==> config.mk <==
export PLATFORM = sky130hd
export DESIGN_NAME = conv_host_dma
export DESIGN_NICKNAME = d
export VERILOG_FILES = /design/src/rtl/conv_pkg.sv /design/src/rtl/conv_dma_skid.sv /design/src/rtl/conv_host_dma.sv
export SDC_FILE = /design/constraint.sdc
export NUM_CORES = 1
export LEC_CHECK = 0
export BUFFER_PORTS_ARGS = -buffer_cell sky130_fd_sc_hd__buf_2
export CAP_MARGIN = 30
export CORE_MARGIN = 1
export CORE_UTILIZATION = 50
export CTS_BUF_LIST = sky130_fd_sc_hd__clkbuf_8
export CTS_CLUSTER_SIZE = 12
export DETAILED_ROUTE_END_ITERATION = 7
export PLACE_DENSITY = 0.8
export SLEW_MARGIN = 20
export SYNTH_ARGS = -nofsm -noshare
export SYNTH_HDL_FRONTEND = slang
export SYNTH_SLANG_ARGS = --single-unit
==> constraint.sdc <==
create_clock -name clk -period 2.51 [get_ports clk]
set_input_delay 0.251 -clock clk [delete_from_list [all_inputs] [get_ports clk]]
set_output_delay 0.251 -clock clk [all_outputs]
set_load 0.05 [all_outputs]
==> src/rtl/conv_pkg.sv <==
// ---------------------------------------------------------------------------
// conv_pkg
// Shared definitions for the convolution accelerator host DMA and core.
//   - DSIZE_DEFAULT : byte capacity of the accelerator DI/DO memories
//   - WORD_SHIFT    : shift converting a 32-bit word index to a byte address
//   - state_e       : host DMA sequencing states
// No ports (package).
// ---------------------------------------------------------------------------
package conv_pkg;

    localparam int DSIZE_DEFAULT = 256;
    localparam int WORD_SHIFT    = 2;

    typedef enum logic [2:0] {
        IDLE  = 3'd0,
        LOAD  = 3'd1,
        KICK  = 3'd2,
        WAIT  = 3'd3,
        DRAIN = 3'd4
    } state_e;

endpackage

==> src/rtl/conv_dma_skid.sv <==
// ---------------------------------------------------------------------------
// conv_dma_skid
// One-entry output register for the host DMA read-back stream. A word loaded
// here is held stable until the downstream consumer takes it.
// Ports:
//   clk, rst_n    : clock, asynchronous active-low reset
//   load_i        : capture data_i/last_i into the register this cycle
//   data_i        : word to capture (accelerator output memory data)
//   last_i        : final-word marker to capture alongside data_i
//   ready_i       : downstream ready
//   data_o        : registered output word
//   valid_o       : registered output valid
//   last_o        : registered final-word marker
// ---------------------------------------------------------------------------
module conv_dma_skid (
    input  logic        clk,
    input  logic        rst_n,
    input  logic        load_i,
    input  logic [31:0] data_i,
    input  logic        last_i,
    input  logic        ready_i,
    output logic [31:0] data_o,
    output logic        valid_o,
    output logic        last_o
);

    logic [31:0] data_q, data_d;
    logic        valid_q, valid_d;
    logic        last_q, last_d;

    // A new load always wins; the owner only loads when the slot is empty
    // or being emptied this cycle, so no word is ever overwritten unseen.
    always_comb begin
        data_d  = data_q;
        valid_d = valid_q;
        last_d  = last_q;
        if (load_i) begin
            data_d  = data_i;
            valid_d = 1'b1;
            last_d  = last_i;
        end else if (valid_q && ready_i) begin
            valid_d = 1'b0;
            last_d  = 1'b0;
        end
    end

    always_ff @(posedge clk or negedge rst_n) begin
        if (!rst_n) begin
            data_q  <= '0;
            valid_q <= 1'b0;
            last_q  <= 1'b0;
        end else begin
            data_q  <= data_d;
            valid_q <= valid_d;
            last_q  <= last_d;
        end
    end

    assign data_o  = data_q;
    assign valid_o = valid_q;
    assign last_o  = last_q;

endmodule

==> src/rtl/conv_host_dma.sv <==
// ---------------------------------------------------------------------------
// conv_host_dma
// Host-side initiator for the convolution accelerator. Loads an input image
// from a 32-bit valid/ready stream into the accelerator input memory, pulses
// start, waits for done, then streams the output memory back out with a last
// marker.
// Optional build macro: CONV_TIMEOUT_EN enables a WAIT-state watchdog of
// TIMEOUT_CYCLES cycles that sets the sticky err flag and ends the job.
// Ports:
//   clk, rst_n                   : clock, asynchronous active-low reset
//   cmd_go                       : one-cycle job request (IDLE only)
//   cfg_in_words, cfg_out_words  : words to load / read back (clipped)
//   s_data, s_valid, s_ready     : input image stream
//   mi_addr, mi_data, mi_wr      : accelerator input memory write port
//   start, done                  : accelerator start pulse / completion
//   mo_addr, mo_data             : accelerator output memory read port
//   m_data, m_valid, m_ready,
//   m_last                       : output result stream
//   busy, job_done, err          : status
// ---------------------------------------------------------------------------
module conv_host_dma
    import conv_pkg::*;
#(
    parameter int DSIZE          = DSIZE_DEFAULT,
    parameter int AW             = $clog2(DSIZE),
    parameter int CW             = $clog2(DSIZE) - 1,
    parameter int TIMEOUT_CYCLES = 65535
) (
    input  logic          clk,
    input  logic          rst_n,
    input  logic          cmd_go,
    input  logic [CW-1:0] cfg_in_words,
    input  logic [CW-1:0] cfg_out_words,
    input  logic [31:0]   s_data,
    input  logic          s_valid,
    output logic          s_ready,
    output logic [AW-1:0] mi_addr,
    output logic [31:0]   mi_data,
    output logic          mi_wr,
    output logic          start,
    input  logic          done,
    output logic [AW-1:0] mo_addr,
    input  logic [31:0]   mo_data,
    output logic [31:0]   m_data,
    output logic          m_valid,
    input  logic          m_ready,
    output logic          m_last,
    output logic          busy,
    output logic          job_done,
    output logic          err
);

    localparam logic [CW-1:0] MAX_WORDS = CW'(DSIZE / 4);

    function automatic logic [CW-1:0] clipWords(input logic [CW-1:0] w);
        return (w > MAX_WORDS) ? MAX_WORDS : w;
    endfunction

    state_e        state_q, state_d;
    logic [CW-1:0] inWords_q, inWords_d;
    logic [CW-1:0] outWords_q, outWords_d;
    logic [CW-1:0] wrIdx_q, wrIdx_d;
    logic [CW-1:0] rdIdx_q, rdIdx_d;
    logic          miWr_q, miWr_d;
    logic [AW-1:0] miAddr_q, miAddr_d;
    logic [31:0]   miData_q, miData_d;
    logic          jobDone_q, jobDone_d;

    logic          issue;
    logic          issueLast;
    logic          finalHs;
    logic [CW-1:0] inClip;
    logic [CW-1:0] outClip;

`ifdef CONV_TIMEOUT_EN
    localparam int TW = $clog2(TIMEOUT_CYCLES + 1);
    logic [TW-1:0] tmoCnt_q, tmoCnt_d;
    logic          err_q, err_d;
`endif

    assign inClip  = clipWords(cfg_in_words);
    assign outClip = clipWords(cfg_out_words);

    // The last word leaving the output register ends the job.
    assign finalHs = m_valid && m_ready && m_last;

    // Sequencing, counters and write-port next state. The write port is
    // registered so each accepted beat appears on mi_* one cycle later,
    // which makes the final write coincide with the start pulse in KICK.
    always_comb begin
        state_d    = state_q;
        inWords_d  = inWords_q;
        outWords_d = outWords_q;
        wrIdx_d    = wrIdx_q;
        rdIdx_d    = rdIdx_q;
        miWr_d     = 1'b0;
        miAddr_d   = miAddr_q;
        miData_d   = miData_q;
        jobDone_d  = 1'b0;
        issue      = 1'b0;
        issueLast  = 1'b0;
`ifdef CONV_TIMEOUT_EN
        tmoCnt_d   = tmoCnt_q;
        err_d      = err_q;
`endif
        unique case (state_q)
            IDLE: begin
                if (cmd_go) begin
                    inWords_d  = inClip;
                    outWords_d = outClip;
                    wrIdx_d    = '0;
                    rdIdx_d    = '0;
`ifdef CONV_TIMEOUT_EN
                    err_d      = 1'b0;
`endif
                    state_d    = (inClip == '0) ? KICK : LOAD;
                end
            end
            LOAD: begin
                if (s_valid) begin
                    miWr_d   = 1'b1;
                    miData_d = s_data;
                    miAddr_d = AW'(wrIdx_q) << WORD_SHIFT;
                    wrIdx_d  = wrIdx_q + CW'(1);
                    if (wrIdx_q == inWords_q - CW'(1)) begin
                        state_d = KICK;
                    end
                end
            end
            KICK: begin
`ifdef CONV_TIMEOUT_EN
                tmoCnt_d = '0;
`endif
                state_d = WAIT;
            end
            WAIT: begin
                if (done) begin
                    if (outWords_q == '0) begin
                        jobDone_d = 1'b1;
                        state_d   = IDLE;
                    end else begin
                        state_d = DRAIN;
                    end
                end
`ifdef CONV_TIMEOUT_EN
                else if (tmoCnt_q == TW'(TIMEOUT_CYCLES - 1)) begin
                    err_d     = 1'b1;
                    jobDone_d = 1'b1;
                    state_d   = IDLE;
                end else begin
                    tmoCnt_d = tmoCnt_q + TW'(1);
                end
`endif
            end
            DRAIN: begin
                // Refill the output register whenever it is empty or being
                // emptied, giving one word per cycle under continuous ready.
                if ((!m_valid || m_ready) && (rdIdx_q != outWords_q)) begin
                    issue     = 1'b1;
                    issueLast = (rdIdx_q == outWords_q - CW'(1));
                    rdIdx_d   = rdIdx_q + CW'(1);
                end
                if (finalHs) begin
                    jobDone_d = 1'b1;
                    state_d   = IDLE;
                end
            end
            default: begin
                state_d = IDLE;
            end
        endcase
    end

    always_ff @(posedge clk or negedge rst_n) begin
        if (!rst_n) begin
            state_q    <= IDLE;
            inWords_q  <= '0;
            outWords_q <= '0;
            wrIdx_q    <= '0;
            rdIdx_q    <= '0;
            miWr_q     <= 1'b0;
            miAddr_q   <= '0;
            miData_q   <= '0;
            jobDone_q  <= 1'b0;
        end else begin
            state_q    <= state_d;
            inWords_q  <= inWords_d;
            outWords_q <= outWords_d;
            wrIdx_q    <= wrIdx_d;
            rdIdx_q    <= rdIdx_d;
            miWr_q     <= miWr_d;
            miAddr_q   <= miAddr_d;
            miData_q   <= miData_d;
            jobDone_q  <= jobDone_d;
        end
    end

`ifdef CONV_TIMEOUT_EN
    always_ff @(posedge clk or negedge rst_n) begin
        if (!rst_n) begin
            tmoCnt_q <= '0;
            err_q    <= 1'b0;
        end else begin
            tmoCnt_q <= tmoCnt_d;
            err_q    <= err_d;
        end
    end

    assign err = err_q;
`else
    assign err = 1'b0;
`endif

    conv_dma_skid uSkid (
        .clk     (clk),
        .rst_n   (rst_n),
        .load_i  (issue),
        .data_i  (mo_data),
        .last_i  (issueLast),
        .ready_i (m_ready),
        .data_o  (m_data),
        .valid_o (m_valid),
        .last_o  (m_last)
    );

    assign s_ready  = (state_q == LOAD);
    assign start    = (state_q == KICK);
    assign busy     = (state_q != IDLE);
    assign mi_wr    = miWr_q;
    assign mi_addr  = miAddr_q;
    assign mi_data  = miData_q;
    assign mo_addr  = AW'(rdIdx_q) << WORD_SHIFT;
    assign job_done = jobDone_q;

endmodule

# After elaboration in Yosys (flattened, before gate mapping)
# Cells that the tools add are included.
[classes]
n_eq_ne = 13
reduce_logical = 17
n_mux = 28
magnitude_cmp = 2
addsub = 4
[op_table]
columns = ["operator", "n"]
rows = [
  ["two-way mux 7 bit", 5],
  ["one-hot mux 7 bit (2 select lines)", 2],
  ["two-way mux 3 bit", 6],
  ["one-hot mux 3 bit (5 select lines)", 1],
  ["adder 7 x 1 -> 7 bit (second input constant)", 2],
  ["== test 7 bit", 2],
  ["> comparator 7 bit (second input constant)", 2],
  ["zero test 7 bit", 2],
  ["subtractor 7 x 1 -> 7 bit (second input constant)", 2],
  ["two-way mux 1 bit", 12],
  ["!= test 2 bit (second input constant)", 5],
  ["!= test 7 bit", 1],
  ["== test 3 x 2 -> 1 bit (second input constant)", 2],
  ["AND reduction 3 bit", 2],
  ["nonzero test 2 bit", 3],
  ["AND reduction 5 bit", 1],
  ["AND reduction 2 bit", 2],
  ["== test 3 x 1 -> 1 bit (second input constant)", 1],
  ["== test 3 bit (second input constant)", 1],
  ["logical AND 1 bit", 3],
  ["zero test 3 bit", 1],
  ["nonzero test 3 bit", 1],
  ["two-way mux 2 bit", 1],
  ["!= test 2 x 1 -> 1 bit (second input constant)", 1],
  ["other kinds (3)", 3],
]
[word_totals]
reg_bits = 105
inputBits = 84

# Depth between registers and ports, before layout
[depth]
ltp_word = 6
mapped_depth = 8
mapped_depth_nobuf = 7

# Hierarchy
# From an unflattened synthesis, not the netlist that was laid out.
[unflattened]
hier_cells = 414
hier_area_um2 = 4882.2
[modules_own_cells]
columns = ["module", "n_inst", "cells_per_inst", "area_per_inst_um2", "seq_area_each_um2"]
rows = [
  ["conv_host_dma", 1, 339, 3473.3, 1776.7],
  ["conv_dma_skid", 1, 75, 1408.9, 850.8],
]

# Worst setup path after synthesis
# No wires, ideal clock.
[synth_timing]
path_kind = "register to register"
from = "reg state_q[0]"
to = "reg wrIdx_q[5]"
t_required_ps = 2389
setup_ps = 121
synth_period_minus_slack_ps = 2009
slack_ps = 501
stages_incl_launch_ff = 9
t_arrival_ps = 1888
path_cell_list = "dfrtp_1 buf_2 nor3b_4 nand2_1 inv_2 and3_1 nand4_1 xor2_1 nor2_1"
[synth_via]
elab_chain_len = 3
elab_cells_between_ends = 7
cone_classes = "3 x eq/ne; 1 x mux; 3 x reduce/logical"
[synth_lines]
columns = ["element", "line_no", "rtl"]
rows = [
  ["start: declaration", "conv_host_dma.sv:59", "state_e state_q, state_d;"],
  ["start signal: assignment", "conv_host_dma.sv:186", "state_q <= state_d;"],
  ["== test 3 x 1 -> 1 bit *", "n/a", ""],
  ["named net s_ready", "conv_host_dma.sv:36", "output logic s_ready,"],
  ["!= test 2 bit (no source line) / nonzero test 2 bit (equally long branches)", "n/a", ""],
  ["AND reduction 3 bit (no source line)", "n/a", ""],
  ["end signal: assignment", "conv_host_dma.sv:189", "wrIdx_q <= wrIdx_d;"],
  ["end: declaration", "conv_host_dma.sv:62", "logic [CW-1:0] wrIdx_q, wrIdx_d;"],
]
# Mark *: on every way through the listed nets, which the timed path passes. The rest lies on a longest branch.
# A chain may end at the register's enable or synchronous reset.

# Worst setup path after layout
[layout_timing]
from = "reg rdIdx_q[0]"
to = "reg uSkid.data_q[16], in the netlist uSkid.data_o[16]"
[layout_via]
elab_chain_len = 4
[layout_lines]
columns = ["element", "line_no", "rtl"]
rows = [
  ["start: declaration", "conv_host_dma.sv:63", "logic [CW-1:0] rdIdx_q, rdIdx_d;"],
  ["start signal: assignment", "conv_host_dma.sv:190", "rdIdx_q <= rdIdx_d;"],
  ["!= test 7 bit", "conv_host_dma.sv:158", "if ((!m_valid || m_ready) && (rdIdx_q != outWords_q)) begin"],
  ["logical AND 1 bit", "conv_host_dma.sv:158", ""],
  ["two-way mux 1 bit", "conv_host_dma.sv:158", ""],
  ["two-way mux 1 bit", "conv_host_dma.sv:106", "unique case (state_q)"],
  ["end signal: assignment", "conv_dma_skid.sv:53", "data_q <= data_d;"],
  ["end: declaration", "conv_dma_skid.sv:27", "logic [31:0] data_q, data_d;"],
]
# Every way passes these cells.

==> flow_summary.yaml <==
run_status:
  status: "finished clean"
power_and_ir_drop:
  leakage_nw: 3.14
  p_seq_share_pct: 34.2
  combPwrFrac_pct: 53.1
  p_sw_mw: 4.30
  p_sw_share_pct: 51.9
  p_total_mw: 8.28
  clock_power_share_pct: 12.7
  peakVddDrop_mv: 0.815
  p_int_mw: 3.99
  power.density_nw_per_um2: 1410
yosys:
  synthCells: 466
  synth_area_um2: 4790
  synth.distinct_cells: 51
  syn_area_per_cell_um2: 10.3
  synth-seq-area-share_pct: 54.9
  ys_ff_latch: 105
  synthArstFlopShare_pct: 100
  synth_edf_count: 0
  yosysWarnings: 0
  ys.flop_type: "dfrtp_1"
floorplan:
  fp.dieH_um: 99.9
  fp.dieW_um: 99.9
  start_util_pct: 51.8
  die-area_um2: 9980
  coreArea_um2: 9240
  ios: 172
  rows: 35
drt:
  route.vias.total: 3824
  drtAntennaViolNets: 0
  routed_via_density: 5.06
  first_pass_iters: 4
  finalWirelength_um: 10800
  drc_errors: 0
  drt_iter0_drc: 151
  wl_per_cell_um: 14.2
global_route:
  grtUsageTotal_pct: 22.6
  grt_pass1_vias: 3885
  grt_start_max_net_pins: 59
  antenna_found_initial: 0
  gr-total-overflow: 0
  grt_pass1_wl_um: 17800
clocking:
  clock_sinks: 105
  clk_pin_slew_ns: 0.10
  htreeDepth: 3
  post_cts_resized: 0
  cts_tree: "built"
  numCtsBuffers: 9
  root_buffer: "clkbuf_8"
  clockBufferDepth: 2
  clock_latency_ns: 0.36
critical_path:
  critical_path_class: "flip-flop to flip-flop"
  crit_start: "rdIdx_q[0]"
  critPathArrivalTime_ns: 2.26
  start_kind: "flip-flop"
  worstPathMaxFanout: 48
  endpoint_kind: "flip-flop"
  reg2reg_from: "rdIdx_q[0]"
  worst_ep_required_time_ns: 2.75
timing:
  fmax_mhz: 496
  holdWs_ns: 0.0695
  maxSlewViolCount: 0
  rsz0062_at_grt: "false"
  min_period_ns: 2.02
  report.final.hold_viol_count: 0
  setup_viol: 0
  worst_slack_ns: 0.494
  skew_ns: 0.0146
  slew_headroom_pct: 52.4
  min_period_over_period_pct: 80.3
  finalSetupTns_ns: 0
  worstMarginPinSlew_ns: 0.714
hold_path:
  min_path_type: "input pin to flip-flop"
  hold_start: "s_data[13]"
job:
  cap_violations: 0
final_layout:
  finalCoreUtilization_pct: 63.5
  area_growth_pct: 22.5
  nets: 710
  seqCellArea_um2: 2630
  n_antenna_cell: 0
  multi_input_comb_area_um2: 1930
  fillCellCount: 773
  drive_gt1_share_pct: 30.8
placed_design:
  port_buffers: 166
  place_ws_ns: 0.516
  hpwl_um: 7840
  gp_congestion: 0.864
-- synth_stat cells (2+ instances only) --
library cell | number | area (um^2)
nor3_1 | 6 | 30.0
nand2_1 | 146 | 548
nor2b_1 | 2 | 12.5
inv_1 | 10 | 37.5
o21ai_1 | 2 | 10.0
o31ai_1 | 6 | 45.0
clkbuf_1 | 11 | 41.3
mux2_1 | 32 | 360
nand3_1 | 9 | 45.0
xnor2_1 | 12 | 105
nand3b_1 | 14 | 105
or3_1 | 2 | 12.5
ha_1 | 5 | 62.6
dfrtp_1 | 105 | 2630
buf_6 | 4 | 45.0
xor2_1 | 10 | 87.6
mux2i_1 | 2 | 20.0
or4_1 | 3 | 22.5
nor4_1 | 2 | 12.5
buf_2 | 5 | 25.0
nand4_1 | 7 | 43.8
o21ai_0 | 11 | 55.1
nand2b_1 | 3 | 18.8
nor2_1 | 13 | 48.8
o211ai_1 | 4 | 30.0
buf_4 | 12 | 90.1
a21oi_1 | 4 | 20.0
-- per-stage QoR --
stage	instances	instance area, um^2
CTS	755	5870
floorplan	470	4800
detailed placement	738	5660
global route	755	5870
global placement	738	5660
finish	755	5870
-- area by class of cell --
class / instances / area share [%]
Sequential cell: 105 / 44.8
Multi-Input combinational cell: 322 / 33.0
Timing Repair Buffer: 172 / 15.4
Tap cell: 129 / 2.75
Clock buffer: 9 / 2.11
Clock inverter: 7 / 1.24
Inverter: 11 / 0.704
-- layout by cell type (no fill, tap or decap), types with 2 or more instances in the layout --
cell        count
nor2_1         13
mux2_1         32
o21ai_0        11
conb_1          5
nand3_1         9
a21oi_1         4
o211ai_1        4
nand2_1       146
buf_12          2
nand3b_1       14
o31ai_1         6
or3_1           2
xnor2_1        12
o21ai_1         2
xor2_1         10
mux2i_1         2
buf_4           4
or4_1           3
clkbuf_8        9
dfrtp_1       105
buf_2         165
clkinvlp_4      2
nand2b_1        3
nor4_1          2
nor3_1          6
inv_1          12
ha_1            5
nor2b_1         2
nand4_1         7
-- critical path, cell delays in order (launching register included) --
cell and delay [ns]:
dfrtp_1 0.47, xnor2_1 0.28, nand4_1 0.17, o211ai_1 0.31
buf_12 0.29, mux2_1 0.36
-- registers in the layout, indices dropped and copies added (netlist names), 3 cells and up --
name and flops:
inWords_q 7, mi_addr 6, mi_data 32, outWords_q 7
rdIdx_q 7, state_q 3, uSkid.data_o 32, wrIdx_q 7
-- cell families after synthesis --
kind of cell | after synthesis | synth area share (%)
compound gates | 38 | 5.43
xor+xnor | 23 | 4.36
fa+ha+maj | 5 | 1.31
buf+inv | 43 | 5.07
flops | 105 | 54.9
mux | 34 | 7.94
other cells | 1 | 0.0783
simple gates | 217 | 21.0
-- worst paths after layout --
| check | cells past startpoint | slack (ns) | endpoint |
|---|---|---|---|
| setup / recovery | 5 | 0.49 | uSkid.data_o[16] |
| setup reg to reg | 5 | 0.49 | uSkid.data_o[16] |
| hold / removal | 3 | 0.07 | mi_data[13] |
| hold reg to reg | 2 | 0.48 | mi_data[31] |
| min in group asynchronous | 2 | 0.47 | uSkid.data_o[12] |
| max in group asynchronous | 3 | 1.30 | outWords_q[0] |
-- power by group through the flow --
stage / Combinational [mW] / Clock (mW) / Sequential, mW
after CTS: 4.43 / 1.08 / 2.83
after global placement: 4.32 / 0 / 2.81
after detailed placement: 4.43 / 0 / 2.85
after global routing: 4.71 / 1.15 / 2.92
after floorplan: 1.56 / 0 / 4.66
final: 4.40 / 1.06 / 2.83
-- routing by layer --
layer | track usage [%] | wire length (um)
met2 | 39.7 | 5500
met3 | 4.32 | 525
met5 | 0 | 0
met1 | 27.4 | 4510
met4 | 9.28 | 225
-- repair_timing --
action / in CTS / in global routing
hold endpoints to repair: 47 / 0
hold buffers: 1 / 0
setup endpoints to repair: 0 / 0
buffers inserted: 0 / 0
Power figures use the tool's default switching activity.
